**src/rtl/mux_link_pkg.sv**
```systemverilog
// Shared definitions for the 4:1 time-division link (mux and demux ends).
package mux_link_pkg;

  typedef enum logic {
    IDLE = 1'b0,
    RUN  = 1'b1
  } state_t;

  localparam int N_CH  = 4;
  localparam int SEL_W = 2;

endpackage

```
**src/rtl/demux14_tdm.sv**
```systemverilog
// Splits a 4-slot TDM line into four channels; o/frame_valid update the cycle after the slot-3 beat.
// No backpressure: every valid beat is consumed; din_valid gaps simply hold state.
module demux14_tdm
  import mux_link_pkg::*;
#(
  parameter int W = 1
) (
  input  logic              clk,
  input  logic              rst,
  input  logic [W-1:0]      din,
  input  logic              din_valid,
  input  logic              sof,
  output logic [N_CH*W-1:0] o,
  output logic [SEL_W-1:0]  sel,
  output logic              frame_valid,
  output logic              frame_err
);

  state_t              r_state;
  logic [SEL_W-1:0]    r_sel;
  logic [W-1:0]        r_sh0;
  logic [W-1:0]        r_sh1;
  logic [W-1:0]        r_sh2;
  logic [N_CH*W-1:0]   r_o;
  logic                r_frame_valid;
  logic                r_frame_err;

  always_ff @(posedge clk) begin
    if (rst) begin
      r_state       <= IDLE;
      r_sel         <= '0;
      r_sh0         <= '0;
      r_sh1         <= '0;
      r_sh2         <= '0;
      r_o           <= '0;
      r_frame_valid <= 1'b0;
      r_frame_err   <= 1'b0;
    end else begin
      r_frame_valid <= 1'b0;
      r_frame_err   <= 1'b0;
      if (din_valid) begin
        case (r_state)
          IDLE: begin
            // Unsynchronised beats are dropped until a start of frame shows up.
            if (sof) begin
              r_sh0   <= din;
              r_sel   <= 2'd1;
              r_state <= RUN;
            end
          end
          RUN: begin
            if (sof) begin
              // sof mid-frame resyncs on this beat; sof at slot 0 is the normal case.
              r_frame_err <= (r_sel != 2'd0);
              r_sh0       <= din;
              r_sel       <= 2'd1;
            end else begin
              case (r_sel)
                2'd0: begin
                  r_frame_err <= 1'b1;
                  r_state     <= IDLE;
                end
                2'd1: begin
                  r_sh1 <= din;
                  r_sel <= 2'd2;
                end
                2'd2: begin
                  r_sh2 <= din;
                  r_sel <= 2'd3;
                end
                default: begin
                  r_o           <= {din, r_sh2, r_sh1, r_sh0};
                  r_frame_valid <= 1'b1;
                  r_sel         <= 2'd0;
                end
              endcase
            end
          end
          default: r_state <= IDLE;
        endcase
      end
    end
  end

  assign o           = r_o;
  assign sel         = r_sel;
  assign frame_valid = r_frame_valid;
  assign frame_err   = r_frame_err;

endmodule

```
**config.mk**
```make
export PLATFORM = sky130hd
export DESIGN_NAME = demux14_tdm
export DESIGN_NICKNAME = d
export VERILOG_FILES = /design/src/rtl/mux_link_pkg.sv /design/src/rtl/demux14_tdm.sv
export SDC_FILE = /design/constraint.sdc
export NUM_CORES = 1
export LEC_CHECK = 0
export ABC_AREA = 1
export CAP_MARGIN = 40
export CORE_MARGIN = 2
export CORE_UTILIZATION = 30
export DETAILED_ROUTE_END_ITERATION = 8
export PLACE_DENSITY = 0.63
export SYNTH_ARGS = -nofsm -noshare
export SYNTH_HDL_FRONTEND = slang
export SYNTH_SLANG_ARGS = --single-unit
```
**constraint.sdc**
```tcl
create_clock -name clk -period 2.1 [get_ports clk]
set_clock_uncertainty 0.1 [all_clocks]
set_input_delay 0.63 -clock clk [delete_from_list [all_inputs] [get_ports clk]]
set_output_delay 0.63 -clock clk [all_outputs]
set_load 0.005 [all_outputs]
```
==> impl_results.md <==
* Die Ht at 48.3 um
* # fillers at 202
* Largest net degree at the start of global routing at 11
* Post-synthesis sequential area ratio at 0.409
* Seq pwr share at 0.494
* Synth top area share at 0.409
* Initial DRT Pass Iterations at 4
* Clock Sinks at 12
* Synth Warn # at 0
* Pins Over Slew Limit at 0
* Lkg Pwr at 0.364 nW
* Clk_lat worst skew at 0.27 ns
* TNS Setup at 0 ns
* Final worst-path cycle share at 0.922
* Syn Inst Count at 79
* Num CTS Buffers at 3
* Initial DRC count at 10
* Final ANT Viol Nets at 0
* P_sw at 0.000121 W
* Crit. End Element: output pin
* Final Hold Violating Endpoints at 0
* Top Family by Delay on Critical Path: buffers and inverters
* Logic pwr share at 0.128
* Routed vias at 519
* CTS tree: built
* Sw frac at 0.247
* Hold Buf Count CTS at 0
* Global route overflow at 0
* Number of max-cap violations at 0
* Peak VDD IR at 0.191 mV
* Clock slew at reported path FFs at 0.08 ns
* Synth Register Bits at 12
* First-pass GRT wire length at 1760 um
* Final net count at 106
* Vias per cell at 4.25
* Synth area leader: dfxtp_1
* Antenna violations before repair at 0
* Initial Utilization at 0.309
* Rows at 16
* Status: complete, no violations
* Gr usage total at 0.111
* DR DRC count at 0
* Total power at 0.000488 W
* Core Footprint at 1900 um^2
* I/O Buffers at 12
* CTS root buffer: clkbuf_4
* Hold_ws at 0.358 ns
* Mapped cell area at 588 um^2
* Area growth syn-to-layout at 32.3%
* Cell internal pwr at 0.000367 W
* Die ar. at 2330 um^2
* DR WL/cell at 9.03 um
* Crit path DAT at 1.21 ns
* H-tree depth at 1
* Unique masters post-synth at 14
* Layout cells sized above 1 at 0.105
* Placer congestion estimate at 0.798
* Post-DP HPWL at 812 um
* CTS resizes at 0
* Clock power share at 0.378
* Final setup violation count at 0
* Die X at 48.3 um
* I/O pins at 13
* Setup bufs post-CTS at 0
* Hold WC Path Type: flip-flop to flip-flop
* Worst Path Buf+Inv at 1
* Number of diodes at 0
* Pwr Density at 627 nW/um^2
* Maximum clock frequency at 517 MHz
* Most frequent cells in the layout: nand2_1 (19), nor2_1 (15), dfxtp_1 (12), clkdlybuf4s50_1 (12), inv_1 (8)
* Post-Syn Area per Cell at 7.44 um^2
* CP max stage cell: clkdlybuf4s50_1
* CP Class: flip-flop to output pin
* Min Tclk post-route at 1.94 ns
* Cells taking the most area after synthesis: dfxtp_1 (41%), nand2_1 (12%), ha_1 (11%), nor2_1 (9.6%), nand3_1 (5.1%)
* CP Max Fanout at 4
* Critical Path RT at 1.37 ns
* Maximum clock insertion buffer count at 2
* Final WL at 1100 um
* Synth Net Count at 89
* Max_slew headroom at 0.820
* Vias in the first global route at 425
* Max incr delay on CP at 0.53 ns
* Most common cell after layout, fill and taps aside: nand2_1
* RSZ-0062 raised after global routing: no
* Least-Margin Pin Slew at 0.268 ns
* Critical-path cell list: clkdlybuf4s50_1
* Crit start category: flip-flop
[synthesized netlist by cell type, drive strengths merged]
library cell,count
a21oi,4
clkinv,1
dfxtp,12
ha,5
inv,9
nand2,21
nand3,6
nor2,18
nor3,2
o21ai,1
[cells by family after synthesis]
group,count (synthesis),synth area share
flops,12,0.409
compound gates,5,0.0425
buf+inv,10,0.0638
simple gates,47,0.379
fa+ha+maj,5,0.106
[final timing paths]
check,from,to,slack (ns),cells after the start
min,r_sh0$_SDFFE_PP0P_,r_sh0$_SDFFE_PP0P_,0.36,2
max,sel[1]$_SDFFE_PP0P_,sel[1],0.16,1
min reg2reg,r_sh0$_SDFFE_PP0P_,r_sh0$_SDFFE_PP0P_,0.36,2
max reg2reg,sel[0]$_SDFFE_PP0P_,frame_err$_SDFF_PP0_,0.74,4
[power groups by stage]
stage	registers [W]	clock network (W)	logic (W)
6_report	0.000241	0.000184	0.0000626
5_1_grt	0.000242	0.000199	0.0000719
4_1_cts	0.000241	0.000193	0.0000636
3_5_place_dp	0.000246	0	0.0000613
3_3_place_gp	0.000246	0	0.0000611
2_1_floorplan	0.000245	0	0.0000361
[cell type report]
class,instances,area (um^2),share of cell area
flip-flops and latches,12,240,0.309
repair buffers,12,120,0.154
multi-input cells,57,310,0.399
well taps,27,33.8,0.0434
clock buffers,4,36.3,0.0466
inverters,10,37.5,0.0482
[layer usage]
layer	global-route usage	routed length (um)	vias to the layer above	part of all wire
met5	0	0	-	0
met4	0.0649	0	0	0
met3	0.0222	84	0	0.076
met2	0.166	514	14	0.47
met1	0.147	503	224	0.46
li1	-	-	281	-
[stage by stage]
stage / cell area (um^2) / cells / utilization / setup slack, ns
floorplan: 588 / 79 / - / 0.829
global placement: 742 / 118 / 0.390 / 0.181
detailed placement: 742 / 118 / 0.390 / 0.145
CTS: 778 / 122 / 0.409 / 0.155
global route: 778 / 122 / 0.409 / 0.124
finish: 778 / 122 / 0.409 / 0.164
[state kept, by name, indices dropped and copies added, names as in the netlist]
name and count:
r_sh1 1, o 4, r_state 1, r_sh2 1, r_sh0 1, frame_err 1, sel 2, frame_valid 1
Power figures use the tool's default switching activity.
